## src/rtl/barrido_displays_if.sv

```systemverilog
// Signal bundle between the decoder stage and the 4-digit scan controller.
interface barrido_displays_if;
    logic       en;
    logic [7:0] catodo1;
    logic [7:0] catodo2;
    logic [7:0] catodo3;
    logic [7:0] catodo4;
    logic [3:0] anodo;
    logic [7:0] catodo;
    logic       frame_start;

    modport master (
        output en, catodo1, catodo2, catodo3, catodo4,
        input  anodo, catodo, frame_start
    );

    modport slave (
        input  en, catodo1, catodo2, catodo3, catodo4,
        output anodo, catodo, frame_start
    );
endinterface

```

## src/rtl/barrido_displays.sv

```systemverilog
// Time-multiplexed 4-digit seven-segment scan with per-slot blanking and
// once-per-frame input snapshot so a displayed frame is never torn.
module barrido_displays #(
    parameter int unsigned DIV  = 50000,
    parameter int unsigned DEAD = 500
) (
    input  logic               clk,
    input  logic               rst_n,
    barrido_displays_if.slave  bus
);
    localparam int unsigned CW = $clog2(DIV);

    if (DIV < 2) begin : g_bad_div
        $error("barrido_displays: DIV must be >= 2");
    end
    if (DEAD >= DIV) begin : g_bad_dead
        $error("barrido_displays: DEAD must be < DIV");
    end

    logic [CW-1:0]   cnt,      cnt_nxt;
    logic [1:0]      dig,      dig_nxt;
    logic [3:0][7:0] shadow,   shadow_nxt;
    logic [3:0]      anodo_q,  anodo_nxt;
    logic [7:0]      catodo_q, catodo_nxt;
    logic            fs_q,     fs_nxt;
    logic            snap;

    // Next state: slot/digit advance, frame snapshot and phase decode.
    always_comb begin
        cnt_nxt    = cnt;
        dig_nxt    = dig;
        shadow_nxt = shadow;
        anodo_nxt  = 4'hF;
        catodo_nxt = 8'hFF;
        fs_nxt     = 1'b0;
        snap       = 1'b0;
        if (bus.en) begin
            snap = (cnt == '0) && (dig == 2'd0);
            if (snap) begin
                shadow_nxt = {bus.catodo4, bus.catodo3, bus.catodo2, bus.catodo1};
            end
            fs_nxt = snap;
            if (cnt == CW'(DIV - 1)) begin
                cnt_nxt = '0;
                dig_nxt = dig + 2'd1;
            end else begin
                cnt_nxt = cnt + CW'(1);
            end
            // Drive from the freshly written shadow so DEAD=0 shows new data immediately.
            if (cnt >= CW'(DEAD)) begin
                anodo_nxt  = ~(4'b0001 << dig);
                catodo_nxt = shadow_nxt[dig];
            end
        end else begin
            cnt_nxt = '0;
            dig_nxt = 2'd0;
        end
    end

    always_ff @(posedge clk) begin
        if (!rst_n) begin
            cnt      <= '0;
            dig      <= 2'd0;
            shadow   <= {4{8'hFF}};
            anodo_q  <= 4'hF;
            catodo_q <= 8'hFF;
            fs_q     <= 1'b0;
        end else begin
            cnt      <= cnt_nxt;
            dig      <= dig_nxt;
            shadow   <= shadow_nxt;
            anodo_q  <= anodo_nxt;
            catodo_q <= catodo_nxt;
            fs_q     <= fs_nxt;
        end
    end

    assign bus.anodo       = anodo_q;
    assign bus.catodo      = catodo_q;
    assign bus.frame_start = fs_q;
endmodule

```

## src/flat_wrapper.sv

```systemverilog
// flat-port wrapper written by rule: the top's interface ports become plain ports
module barrido_displays_flat 
#(
    parameter int unsigned DIV  = 50000,
    parameter int unsigned DEAD = 500
)
  (clk, rst_n, bus_en, bus_catodo1, bus_catodo2, bus_catodo3, bus_catodo4, bus_anodo, bus_catodo, bus_frame_start);
  barrido_displays_if bus_i ();
  input  logic clk;
  input  logic rst_n;
  input wire logic [$bits(bus_i.en)-1:0] bus_en;
  input wire logic [$bits(bus_i.catodo1)-1:0] bus_catodo1;
  input wire logic [$bits(bus_i.catodo2)-1:0] bus_catodo2;
  input wire logic [$bits(bus_i.catodo3)-1:0] bus_catodo3;
  input wire logic [$bits(bus_i.catodo4)-1:0] bus_catodo4;
  output wire logic [$bits(bus_i.anodo)-1:0] bus_anodo;
  output wire logic [$bits(bus_i.catodo)-1:0] bus_catodo;
  output wire logic [$bits(bus_i.frame_start)-1:0] bus_frame_start;
  assign bus_i.en = bus_en;
  assign bus_i.catodo1 = bus_catodo1;
  assign bus_i.catodo2 = bus_catodo2;
  assign bus_i.catodo3 = bus_catodo3;
  assign bus_i.catodo4 = bus_catodo4;
  assign bus_anodo = bus_i.anodo;
  assign bus_catodo = bus_i.catodo;
  assign bus_frame_start = bus_i.frame_start;
  barrido_displays #(.DIV(DIV), .DEAD(DEAD)) u_core (.clk(clk), .rst_n(rst_n), .bus(bus_i));
endmodule
```

## config.mk

```make
export PLATFORM = sky130hd
export DESIGN_NAME = barrido_displays_flat
export DESIGN_NICKNAME = d
export VERILOG_FILES = /design/src/rtl/barrido_displays_if.sv /design/src/rtl/barrido_displays.sv /design/src/flat_wrapper.sv
export SDC_FILE = /design/constraint.sdc
export NUM_CORES = 1
export LEC_CHECK = 0
export BUFFER_PORTS_ARGS = -buffer_cell sky130_fd_sc_hd__buf_2
export CORE_ASPECT_RATIO = 0.8
export CORE_MARGIN = 2
export CORE_UTILIZATION = 43
export CTS_BUF_LIST = sky130_fd_sc_hd__clkbuf_4 sky130_fd_sc_hd__clkbuf_8
export DETAILED_ROUTE_END_ITERATION = 6
export GPL_TIMING_DRIVEN = 0
export PLACE_DENSITY = 0.66
export SYNTH_ARGS = -nofsm -noshare
export SYNTH_HDL_FRONTEND = slang
export SYNTH_SLANG_ARGS = --single-unit
export TNS_END_PERCENT = 10
```

## constraint.sdc

```tcl
create_clock -name clk -period 2.9 [get_ports clk]
set_input_delay 0.58 -clock clk [delete_from_list [all_inputs] [get_ports clk]]
set_output_delay 0.58 -clock clk [all_outputs]
set_load 0.005 [all_outputs]
```

# [After elaboration in Yosys (flattened, before gate mapping)]
# Index checks and enable logic that the tools add are counted.
[totals] out_inout_bits=13 inputBits=35 word_cells=28 register_bits=63
[classes] n_eq_ne=1 reduce_logical=6 n_mux=4 addsub=2 bitwise=3 shift=1 order_cmp=2
[op_table] operator="32-bit 2-to-1 mux" n=2
[op_table] operator="16-bit by 1-bit adder with 16-bit output, second input constant" n=1
[op_table] operator="8-bit binary-select mux with 2-bit select" n=1
[op_table] operator="16-bit equality test, second input constant" n=1
[op_table] operator="16-bit by 9-bit >= comparator with 1-bit output, second input constant" n=1
[op_table] operator="16-bit logical NOT" n=1
[op_table] operator="8-bit 2-to-1 mux" n=1
[op_table] operator="4-bit NOT" n=1
[op_table] operator="1-bit by 2-bit left shift with 4-bit output, first input constant" n=1
[op_table] operator="2-bit by 3-bit less-than comparator with 1-bit output, second input constant" n=1
[op_table] operator="3-bit AND reduction" n=1
[op_table] operator="3-bit OR reduction" n=1
[op_table] operator="2-bit by 1-bit adder with 2-bit output, second input constant" n=1
[op_table] operator="2-bit logical NOT" n=1
[op_table] operator="1-bit NOT" n=2
[op_table] operator="2-bit AND reduction" n=1
[op_table] operator="1-bit logical AND" n=1

# [Depth between registers and ports, before layout]
# Gate-level depths: netlist (run 1).
[logic_depth] word_depth=6 ltp_mapped=11 ltp_nobuf=7

# [Worst setup path before layout (run 1)]
# Ideal clock, no wire load.
[synth_path] kind="flip-flop to flip-flop" from="reg u_core.dig[0]" to="reg u_core.shadow[0] (netlist name)" path_stages_with_launch=12 setup_slack_ps=461 n_path_buf=4 period_less_slack_ps=2439 required_time_ps=2763 setup_time_ps=137 arrival_ps=2303 path_cell_list="dfxtp_1 > clkbuf_1 > buf_1 > inv_1 > ha_1 > nor4bb_1 > and4_1 > and3_1 > clkbuf_1 > buf_2 > nand2_1 > nand3_1"
[synth_via] elab_chain_cells=4
[synth_rtl] item="from (decl)" line_no="barrido_displays.sv:21" text="logic [1:0] dig, dig_nxt;"
[synth_rtl] item="from (signal assigned)" line_no="barrido_displays.sv:70" text="dig <= dig_nxt;"
[synth_rtl] item="2-bit logical NOT" line_no="barrido_displays.sv:38" text="snap = (cnt == '0) && (dig == 2'd0);"
[synth_rtl] item="1-bit logical AND" line_no="barrido_displays.sv:38"
[synth_rtl] item="32-bit 2-to-1 mux" line_no="barrido_displays.sv:39" text="if (snap) begin"
[synth_rtl] item="32-bit 2-to-1 mux" line_no="barrido_displays.sv:37" text="if (bus.en) begin"
[synth_rtl] item="to (signal assigned)" line_no="barrido_displays.sv:64" text="shadow <= {4{8'hFF}};"
[synth_rtl] item="to (signal assigned)" line_no="barrido_displays.sv:71" text="shadow <= shadow_nxt;"
[synth_rtl] item="to (decl)" line_no="barrido_displays.sv:22" text="logic [3:0][7:0] shadow, shadow_nxt;"
# No other way between the ends. The select of a mux whose other input is x is not followed.
# A chain may end at the register's enable or synchronous reset.

# [Worst setup path in the final report (run 1)]
[layout_path] from="reg u_core.dig[0]" to="reg u_core.catodo_q[4], in the netlist u_core.bus.catodo[4]"
[layout_via] elab_chain_cells=6
[layout_rtl] item="2-bit logical NOT" line_no="barrido_displays.sv:38"
[layout_rtl] item="1-bit logical AND" line_no="barrido_displays.sv:38"
[layout_rtl] item="32-bit 2-to-1 mux" line_no="barrido_displays.sv:39"
[layout_rtl] item="32-bit 2-to-1 mux" line_no="barrido_displays.sv:37"
[layout_rtl] item="8-bit binary-select mux with 2-bit select (*)" line_no="barrido_displays.sv:52" text="catodo_nxt = shadow_nxt[dig];"
[layout_rtl] item="8-bit 2-to-1 mux (not written as such) (*)" line_no="barrido_displays.sv:52"
[layout_rtl] item="to (signal assigned)" line_no="barrido_displays.sv:73" text="catodo_q <= catodo_nxt;"
[layout_rtl] item="to (decl)" line_no="barrido_displays.sv:24" text="logic [7:0] catodo_q, catodo_nxt;"
# Mark *: on every way between the ends. The rest lies on a longest branch, timed or not. The select of a mux whose other input is x is not followed.

==> results of run 1 <==
==> worst register-to-register path, delay by kind of cell (launching register included) <==
kind,cells,cell delay (ns)
buffers and inverters,4,0.89
and+or+nand+nor,3,0.82
AOI/OAI and AO/OA,2,0.37
DFF,1,0.32
adders and majority gates,1,0.21
==> worst max path at each step <==
| stage | from | endpoint | slack [ns] |
|---|---|---|---|
| after floorplan | u_core.dig[0]$_SDFFE_PN0P_ | u_core.shadow[0]$_SDFFE_PN1P_ | 0.46 |
| after global placement | u_core.dig[0]$_SDFFE_PN0P_ | u_core.bus.catodo[0]$_SDFF_PN1_ | -0.34 |
| after detailed placement | u_core.dig[0]$_SDFFE_PN0P_ | u_core.bus.catodo[2]$_SDFF_PN1_ | -0.36 |
| after CTS | u_core.dig[0]$_SDFFE_PN0P_ | u_core.shadow[13]$_SDFFE_PN1P_ | 0.08 |
| after global routing | u_core.dig[0]$_SDFFE_PN0P_ | u_core.bus.catodo[2]$_SDFF_PN1_ | 0.01 |
| final | u_core.dig[0]$_SDFFE_PN0P_ | u_core.bus.catodo[4]$_SDFF_PN1_ | 0.15 |
==> stage by stage <==
step | hold WS (ns) | TNS [ns] | cells
detailed placement | 0.456 | -7.43 | 479
floorplan | 0.438 | 0 | 349
global route | 0.465 | 0 | 494
CTS | 0.452 | 0 | 494
global placement | 0.449 | -5.99 | 479
finish | 0.454 | 0 | 494
==> kinds of logic (layout without fill, tap and decap cells) <==
logic type | after synthesis | after routing | share of synthesized area [%]
and+or+nand+nor | 162 | 162 | 25.5
DFF | 63 | 63 | 43.4
AOI/OAI and AO/OA | 41 | 41 | 8.06
muxes | 31 | 31 | 11.3
buffers and inverters | 31 | 92 | 4.61
xor gates and xnor gates | 15 | 15 | 4.52
adders and majority gates | 6 | 6 | 2.59
==> Yosys cell counts <==
cell | count | share of area (%)
a21oi_1 | 2 | 0.34
a22oi_1 | 7 | 1.8
a311oi_1 | 2 | 0.60
a41oi_1 | 1 | 0.30
and2_1 | 2 | 0.43
and3_1 | 2 | 0.43
and4_1 | 2 | 0.60
buf_1 | 2 | 0.26
buf_2 | 5 | 0.86
buf_8 | 1 | 0.52
clkbuf_1 | 16 | 2.1
dfxtp_1 | 63 | 43
ha_1 | 6 | 2.6
inv_1 | 7 | 0.90
mux2_2 | 14 | 5.4
mux2i_1 | 17 | 5.9
nand2_1 | 75 | 9.7
nand3_1 | 38 | 6.5
nand3_4 | 1 | 0.60
nand4_1 | 5 | 1.1
nand4b_1 | 1 | 0.30
nor2_1 | 25 | 3.2
nor3_1 | 3 | 0.52
nor4_1 | 3 | 0.65
nor4bb_1 | 1 | 0.34
o21ai_0 | 29 | 5.0
or2_1 | 1 | 0.22
or3_1 | 1 | 0.22
or3_4 | 1 | 0.39
or4_1 | 1 | 0.26
xnor2_1 | 9 | 2.7
xor2_1 | 6 | 1.8
==> repair_timing <==
action,4_1_cts,5_1_grt
setup endpoints to repair,38,37
gates resized for setup,2,12
hold endpoints to repair,0,0
==> layout make-up <==
type / instances / area [um2]
fill: 640 / 3040
multi-input combinational: 255 / 1520
sequential: 63 / 1260
timing repair buffer: 46 / 230
clock buffer: 10 / 131
buffer: 24 / 118
tap: 84 / 105
clock inverter: 5 / 50.0
inverter: 7 / 26.3
==> power by group <==
group	leakage (nW)	internal [mW]	switching, mW
clock network	0.0991	0.395	0.332
registers	0.517	0.906	0.0209
logic	0.776	0.0795	0.114
==> metal layers <==
layer / track usage [%] / vias up / routed length (um)
met1: 31.1 / 1209 / 3670
met5: 0 / - / 0
met2: 30.3 / 91 / 3160
met3: 5.63 / 11 / 485
met4: 6.86 / 0 / 73
li1: - / 1301 / -
==> flip-flops by register name (all words and copies together) (netlist names) <==
| signal | cells |
|---|---|
| u_core.bus.anodo | 4 |
| u_core.bus.catodo | 8 |
| u_core.bus.frame_start | 1 |
| u_core.cnt | 16 |
| u_core.dig | 2 |
| u_core.shadow | 32 |
==> results.py, run 1 <==
metrics = {
    "status": {
        "status": "complete, no violations",
    },
    "worst_setup_path": {
        "crit_slowest_cell": "dfxtp_1",
        "crit_cells": 10,
        "reg2reg_slack_ns": 0.15,
        "required_ns": 3.11,
        "ff2ff_path_depth": 10,
        "crit_chain": "clkbuf_1 > buf_4 > inv_1 > ha_1 > nor4bb_2 > and4_2 > nand2_1 > buf_4 > o21ai_0 > a22oi_1",
        "endpoint_kind": "flip-flop",
        "path_delay_family": "buffers and inverters",
        "cp_max_fo": 10,
        "crit_top_cell": "buf_4",
        "r2r_end": "u_core.bus.catodo[4]$_SDFF_PN1_",
        "regToRegStartpoint": "u_core.dig[0]$_SDFFE_PN0P_",
        "slowest_delay_ns": 0.32,
        "crit_type": "reg -> reg",
        "cp.arrival_ns": 2.96,
        "start_kind": "flip-flop",
        "crit_buf_inv": 4,
    },
    "synth": {
        "ys_seq_area_share_pct": 43.4,
        "avgSynthCellArea_um2": 8.32,
        "ys_seq_elements": 63,
        "synth_warnings": 0,
        "synth.distinct_cells": 32,
        "syn_area_um2": 2900,
        "syn_inst": 349,
        "syn_nets": 390,
    },
    "placement": {
        "dp_slack_ns": -0.360,
        "dpl-instance-area_um2": 3240,
        "dp_hpwl_um": 5280,
        "portBuffers": 46,
        "gp_congestion": 0.806,
    },
    "clock_network": {
        "cts_buffers": 9,
        "cts_buffer_depth": 2,
        "hold_buffers": 0,
        "cts_tree": "built",
        "clkTransAtPathRegs_ns": 0.07,
        "htree_num_levels": 3,
        "clkSinkCount": 63,
        "clockRootBuffer": "clkbuf_8",
        "post_cts_buffers": 0,
        "clock_latency_ns": 0.34,
    },
    "grt": {
        "grt.overflow.total": 0,
        "grt_pass1_wl_um": 12100,
        "grt_start_max_net_pins": 11,
        "gr-usage-all-layers_pct": 21.3,
        "antenna_found_initial": 0,
        "grt_pass1_vias": 2482,
    },
    "sta": {
        "fin_crit_sh_pct": 94.8,
        "rsz0062_at_grt": "no",
        "post-route-min-period_ns": 2.75,
        "setup_violations": 0,
        "tightest_slew_ns": 0.800,
        "skew_ns": 0.00969,
        "max_freq_mhz": 364,
        "finalHoldViolations": 0,
        "maxSlewViolCount": 0,
        "slew_headroom_pct": 46.7,
        "worst_slack_ns": 0.152,
    },
    "finish": {
        "layout-drive-gt1-share_pct": 21.7,
        "area_growth_pct": 18.4,
        "nets": 447,
        "n_antenna_cell": 0,
        "final_util_pct": 53.1,
        "final_cell_mix": "nand2_1, dfxtp_1, buf_2, nand3_1, o21ai_0",
        "postLayoutCellArea_um2": 3440,
        "layout_commonest_cell": "nand2_1",
    },
    "worst_hold_path": {
        "holdPathStages": 3,
        "min-delay-start": "bus_catodo3[1]",
        "hold-path-endpoint": "u_core.shadow[17]$_SDFFE_PN1P_",
        "hp-class": "in -> reg",
    },
    "route": {
        "routedWlPerCell_um": 15.0,
        "drt-initial-drc-count": 199,
        "drtAntennaViolNets": 0,
        "first_pass_iters": 4,
        "routed_wl_um": 7400,
        "via_per_inst": 5.29,
        "drcViolationCount": 0,
        "vias": 2612,
    },
    "power": {
        "p_leak_nw": 1.39,
        "peakVddDrop_v": 0.000247,
        "total_power_mw": 1.85,
        "p_per_area_nw_per_um2": 538,
    },
    "floorplanning": {
        "initial_core_util_pct": 44.9,
        "design.die.area_um2": 7430,
        "ios": 48,
        "chipHeight_um": 77.5,
        "num_rows": 26,
        "die_w_um": 95.9,
        "fp.coreArea_um2": 6470,
    },
    "job": {
        "max-cap-violations": 0,
    },
}
Power figures use the tool's default switching activity.
==> inputs of run 2 (changes only) <==
Settings changed: CTS_BUF_LIST sky130_fd_sc_hd__clkbuf_4 sky130_fd_sc_hd__clkbuf_8 to default, SLEW_MARGIN from default to 30.
Clock period 2.9 ns to 3.2 ns, I/O delays scaled along.
==> results.py, run 2 (synthesis results as in run 1) <==
metrics = {
    "finish": {
        "regMostFlops": "u_core.shadow",
        "nFillCells": 638,
        "area_growth_pct": 17.7,
        "final_cell_mix": "nand2_1, dfxtp_1, buf_2, nand3_1, o21ai_0",
        "nets": 447,
        "layout-drive-gt1-share_pct": 20.2,
        "largest_reg_flops": 32,
        "layout_commonest_cell": "nand2_1",
        "final_util_pct": 52.8,
        "n_antenna_cell": 0,
    },
    "sta": {
        "maxSlewViolCount": 0,
        "whs_ns": 0.469,
        "max_freq_mhz": 333,
        "fin_crit_sh_pct": 93.7,
        "slew_headroom_pct": 46.2,
        "post-route-min-period_ns": 3.00,
        "setup_violations": 0,
        "finalHoldViolations": 0,
        "tightest_slew_ns": 0.807,
        "rsz0062_at_grt": "no",
        "skew_ns": 0.00961,
    },
    "floorplanning": {
        "design.die.area_um2": 7430,
        "initial_core_util_pct": 44.9,
        "die_w_um": 95.9,
        "ios": 48,
        "fp.coreArea_um2": 6470,
        "num_rows": 26,
        "chipHeight_um": 77.5,
    },
    "placement": {
        "dp_hpwl_um": 5280,
        "portBuffers": 46,
        "gp_congestion": 0.806,
    },
    "grt": {
        "antenna_found_initial": 0,
        "gr-usage-met2_pct": 30.3,
        "grt_pass1_vias": 2482,
        "grt_pass1_wl_um": 12000,
        "grt_start_max_net_pins": 11,
        "use_met1_pct": 30.9,
        "grtUsageMet3_pct": 5.63,
        "gr-max-usage-layer": "met1",
        "grt.overflow.total": 0,
        "gr-usage-all-layers_pct": 21.2,
    },
    "worst_setup_path": {
        "crit_slowest_cell": "clkbuf_1",
        "crit_buf_inv": 4,
        "required_ns": 3.47,
        "endpoint_kind": "flip-flop",
        "cp_max_fo": 10,
        "crit_type": "reg -> reg",
        "crit_top_cell": "clkbuf_1",
        "start_kind": "flip-flop",
        "path_delay_family": "buffers and inverters",
        "cp.arrival_ns": 3.27,
        "slowest_delay_ns": 0.41,
        "crit_chain": "clkbuf_1 > buf_2 > inv_1 > ha_1 > nor4bb_1 > and4_1 > nand2_1 > clkbuf_1 > o21ai_0 > a22oi_1",
    },
    "clock_network": {
        "clkSinkCount": 63,
        "hold_buffers": 0,
        "clock_latency_ns": 0.34,
        "htree_num_levels": 3,
        "cts_buffer_depth": 2,
        "ctsResizeCount": 1,
        "clockRootBuffer": "clkbuf_8",
        "clkTransAtPathRegs_ns": 0.07,
        "post_cts_buffers": 0,
        "cts_tree": "built",
        "cts_buffers": 9,
    },
    "route": {
        "via_per_inst": 5.31,
        "routedWlPerCell_um": 14.9,
        "first_pass_iters": 5,
        "vias": 2621,
        "routed_wl_um": 7350,
        "drcViolationCount": 0,
        "drtAntennaViolNets": 0,
        "drt-initial-drc-count": 199,
    },
    "power": {
        "p_per_area_nw_per_um2": 487,
        "p_leak_nw": 1.38,
        "peakVddDrop_v": 0.000224,
    },
    "job": {
        "max-cap-violations": 0,
    },
    "worst_hold_path": {
        "hp-class": "reg -> reg",
    },
    "status": {
        "status": "complete, no violations",
    },
}
==> run 2: changes by cell type in the layout (fill, tap and decap cells not counted) <==
cell,before,now
clkbuf_1,13,17
buf_4,2,0
clkbuf_2,2,0
and4_1,1,2
and4_2,1,0
buf_2,51,52
clkbuf_4,1,0
nor4bb_1,0,1
nor4bb_2,1,0
o21ai_0,28,29
o21ai_1,1,0
==> run 2: area by class of cell <==
cell class | count | area, um2 | area share (%)
timing repair buffer | 46 | 230 | 6.73
clock buffer | 10 | 128 | 3.73
sequential | 63 | 1260 | 36.9
buffer | 24 | 109 | 3.18
tap | 84 | 105 | 3.07
inverter | 7 | 26.3 | 0.769
multi-input combinational | 255 | 1510 | 44.1
clock inverter | 5 | 50.0 | 1.46
==> run 2: path summary, 6_finish.rpt <==
path	endpoint	start	slack [ns]	cells after the start
hold / removal	u_core.shadow[24]$_SDFFE_PN1P_	u_core.shadow[24]$_SDFFE_PN1P_	0.47	2
setup / recovery	u_core.bus.catodo[4]$_SDFF_PN1_	u_core.dig[0]$_SDFFE_PN0P_	0.20	10
setup reg to reg	u_core.bus.catodo[4]$_SDFF_PN1_	u_core.dig[0]$_SDFFE_PN0P_	0.20	10
hold reg to reg	u_core.shadow[24]$_SDFFE_PN1P_	u_core.shadow[24]$_SDFFE_PN1P_	0.47	2
==> run 2: stage by stage <==
stage | setup TNS, ns | worst slack (ns) | power (mW) | cells | area (um2)
after floorplan | 0 | 0.761 | 0.962 | 349 | 2900
after global placement | -0.123 | -0.0447 | 1.02 | 479 | 3240
after detailed placement | -0.273 | -0.0601 | 1.03 | 479 | 3240
after CTS | 0 | 0.255 | 1.67 | 494 | 3420
after global routing | 0 | 0.0119 | 1.74 | 494 | 3420
final | 0 | 0.200 | 1.67 | 494 | 3420
==> run 2: power breakdown <==
| group | total, mW | switching (mW) | internal, mW |
|---|---|---|---|
| sequential | 0.840 | 0.0190 | 0.821 |
| combinational | 0.174 | 0.104 | 0.0700 |
| clock | 0.652 | 0.302 | 0.350 |
| total | 1.67 | 0.425 | 1.24 |
==> run 2: worst register-to-register path, stage by stage (launching register included) <==
cell	delay (ns)
dfxtp_1	0.35
clkbuf_1	0.34
buf_2	0.38
inv_1	0.15
ha_1	0.25
nor4bb_1	0.15
and4_1	0.27
nand2_1	0.21
clkbuf_1	0.41
o21ai_0	0.24
a22oi_1	0.17
==> run 2: per-layer routing <==
metal | part of all wire (%) | wire length, um
met3 | 6.4 | 472
met2 | 43 | 3160
met5 | 0 | 0
met1 | 49 | 3630
met4 | 1.2 | 91
==> inputs of run 3 (changes only) <==
Settings changed: CELL_PAD_IN_SITES_DETAIL_PLACEMENT from default to 1, CELL_PAD_IN_SITES_GLOBAL_PLACEMENT from default to 2, CORE_UTILIZATION 43 to 35, GPL_ROUTABILITY_DRIVEN from default to 0, PLACE_DENSITY 0.66 to 0.85.
==> results.py, run 3 (synthesis results as in run 1) <==
metrics = {
    "status": {
        "status": "complete, no violations",
    },
    "finish": {
        "regMostFlops": "u_core.shadow",
        "largest_reg_flops": 32,
        "nets": 447,
        "layout_commonest_cell": "nand2_1",
        "layout-drive-gt1-share_pct": 20.4,
        "final_cell_mix": "nand2_1, dfxtp_1, buf_2, nand3_1, o21ai_0",
        "area_growth_pct": 20.4,
        "n_antenna_cell": 0,
    },
    "clock_network": {
        "cts_buffer_depth": 2,
        "cts_buffers": 9,
        "clock_latency_ns": 0.34,
        "clockRootBuffer": "clkbuf_8",
        "clkTransAtPathRegs_ns": 0.07,
        "cts_tree": "built",
        "hold_buffers": 0,
        "clkSinkCount": 63,
        "htree_num_levels": 3,
    },
    "grt": {
        "gr-usage-met2_pct": 30.7,
        "gr-max-usage-layer": "met2",
        "grtUsageMet3_pct": 3.92,
        "grt_start_max_net_pins": 11,
        "grt_pass1_wl_um": 14000,
        "grt_pass1_vias": 2734,
        "antenna_found_initial": 0,
        "grt.overflow.total": 0,
        "gr-usage-all-layers_pct": 20.1,
        "use_met1_pct": 28.8,
    },
    "route": {
        "drt-initial-drc-count": 118,
        "vias": 2648,
        "routed_wl_um": 8480,
        "first_pass_iters": 4,
        "drtAntennaViolNets": 0,
        "via_per_inst": 5.10,
        "drcViolationCount": 0,
        "routedWlPerCell_um": 16.3,
    },
    "sta": {
        "setup_violations": 0,
        "maxSlewViolCount": 0,
        "post-route-min-period_ns": 2.91,
        "max_freq_mhz": 344,
        "rsz0062_at_grt": "no",
        "skew_ns": 0.00685,
        "finalHoldViolations": 0,
        "tightest_slew_ns": 0.935,
        "slew_headroom_pct": 37.7,
        "tns_ns": 0,
        "fin_crit_sh_pct": 91.0,
    },
    "floorplanning": {
        "design.die.area_um2": 9050,
        "fp.coreArea_um2": 7980,
        "initial_core_util_pct": 36.4,
        "ios": 48,
        "die_w_um": 106,
        "chipHeight_um": 85.5,
        "num_rows": 29,
    },
    "worst_setup_path": {
        "cp_max_fo": 10,
        "crit_type": "reg -> reg",
        "start_kind": "flip-flop",
        "required_ns": 3.48,
        "crit_start": "u_core.dig[0]$_SDFFE_PN0P_",
        "regToRegStartpoint": "u_core.dig[0]$_SDFFE_PN0P_",
        "endpoint_kind": "flip-flop",
        "ff2ff_path_depth": 10,
        "cp.arrival_ns": 3.19,
    },
    "power": {
        "peakVddDrop_v": 0.000173,
        "p_leak_nw": 1.40,
        "total_power_mw": 1.81,
        "p_per_area_nw_per_um2": 517,
    },
    "placement": {
        "portBuffers": 46,
        "dp_hpwl_um": 6170,
    },
    "worst_hold_path": {
        "min-delay-start": "u_core.shadow[12]$_SDFFE_PN1P_",
        "holdPathStages": 2,
        "hp-class": "reg -> reg",
    },
    "job": {
        "max-cap-violations": 0,
    },
}
run 3: changes by cell type in the layout (fill, tap and decap cells not counted):
cell	delta
clkbuf_2	+1
clkbuf_8	+2
bufinv_16	+1
clkinv_2	-3
run 3: path summary, 6_finish.rpt:
path,to,slack [ns]
max reg2reg,u_core.shadow[16]$_SDFFE_PN1P_,0.29
min reg2reg,u_core.shadow[12]$_SDFFE_PN1P_,0.47
min,u_core.shadow[12]$_SDFFE_PN1P_,0.47
max,u_core.shadow[16]$_SDFFE_PN1P_,0.29
run 3: area by class of cell:
class / instances / area (um2)
fillers: 1006 / 4490
clock buffers: 13 / 159
well taps: 108 / 135
multi-input cells: 255 / 1510
flip-flops and latches: 63 / 1260
clock inverters: 3 / 65.1
plain buffers: 24 / 110
inverters: 7 / 26.3
repair buffers: 46 / 230
run 3: routing by layer:
layer | vias up | part of all wire [%]
met5 | - | 0
met4 | 0 | 1.1
met3 | 9 | 5.7
met2 | 63 | 43
met1 | 1270 | 51
li1 | 1306 | -
run 3: power breakdown:
part	switching, mW	internal (mW)	leakage [nW]	total (mW)
registers	0.0195	0.821	0.517	0.841
clock network	0.308	0.481	0.114	0.789
logic	0.108	0.0704	0.767	0.178
total	0.436	1.37	1.40	1.81
run 3: what timing repair did:
action,4_1_cts,5_1_grt
pin swaps,0,0
resized for setup,1,2
setup endpoints to repair,10,6
setup buffers,0,0
endpoints found under the hold margin,0,0
run 3: worst max-delay path: stages, from the launching register on:
cell and delay, ns:
dfxtp_1 0.36, clkbuf_1 0.33, buf_2 0.38, inv_1 0.15
ha_1 0.26, nor4bb_1 0.16, and4_1 0.28, nand3_1 0.22
clkbuf_1 0.48, nand2_1 0.13, nand3_1 0.11
run 3: through the flow:
| step | hold WS (ns) | worst slack [ns] | instances | area (um2) | util, % |
|---|---|---|---|---|---|
| 2_1_floorplan | 0.438 | 0.761 | 349 | 2900 | - |
| 3_3_place_gp | 0.448 | -0.0625 | 503 | 3270 | 41.0 |
| 3_5_place_dp | 0.462 | -0.124 | 503 | 3270 | 41.0 |
| 4_1_cts | 0.475 | 0.181 | 519 | 3490 | 43.8 |
| 5_1_grt | 0.494 | 0.0557 | 519 | 3500 | 43.8 |
| 6_report | 0.471 | 0.289 | 519 | 3500 | 43.8 |
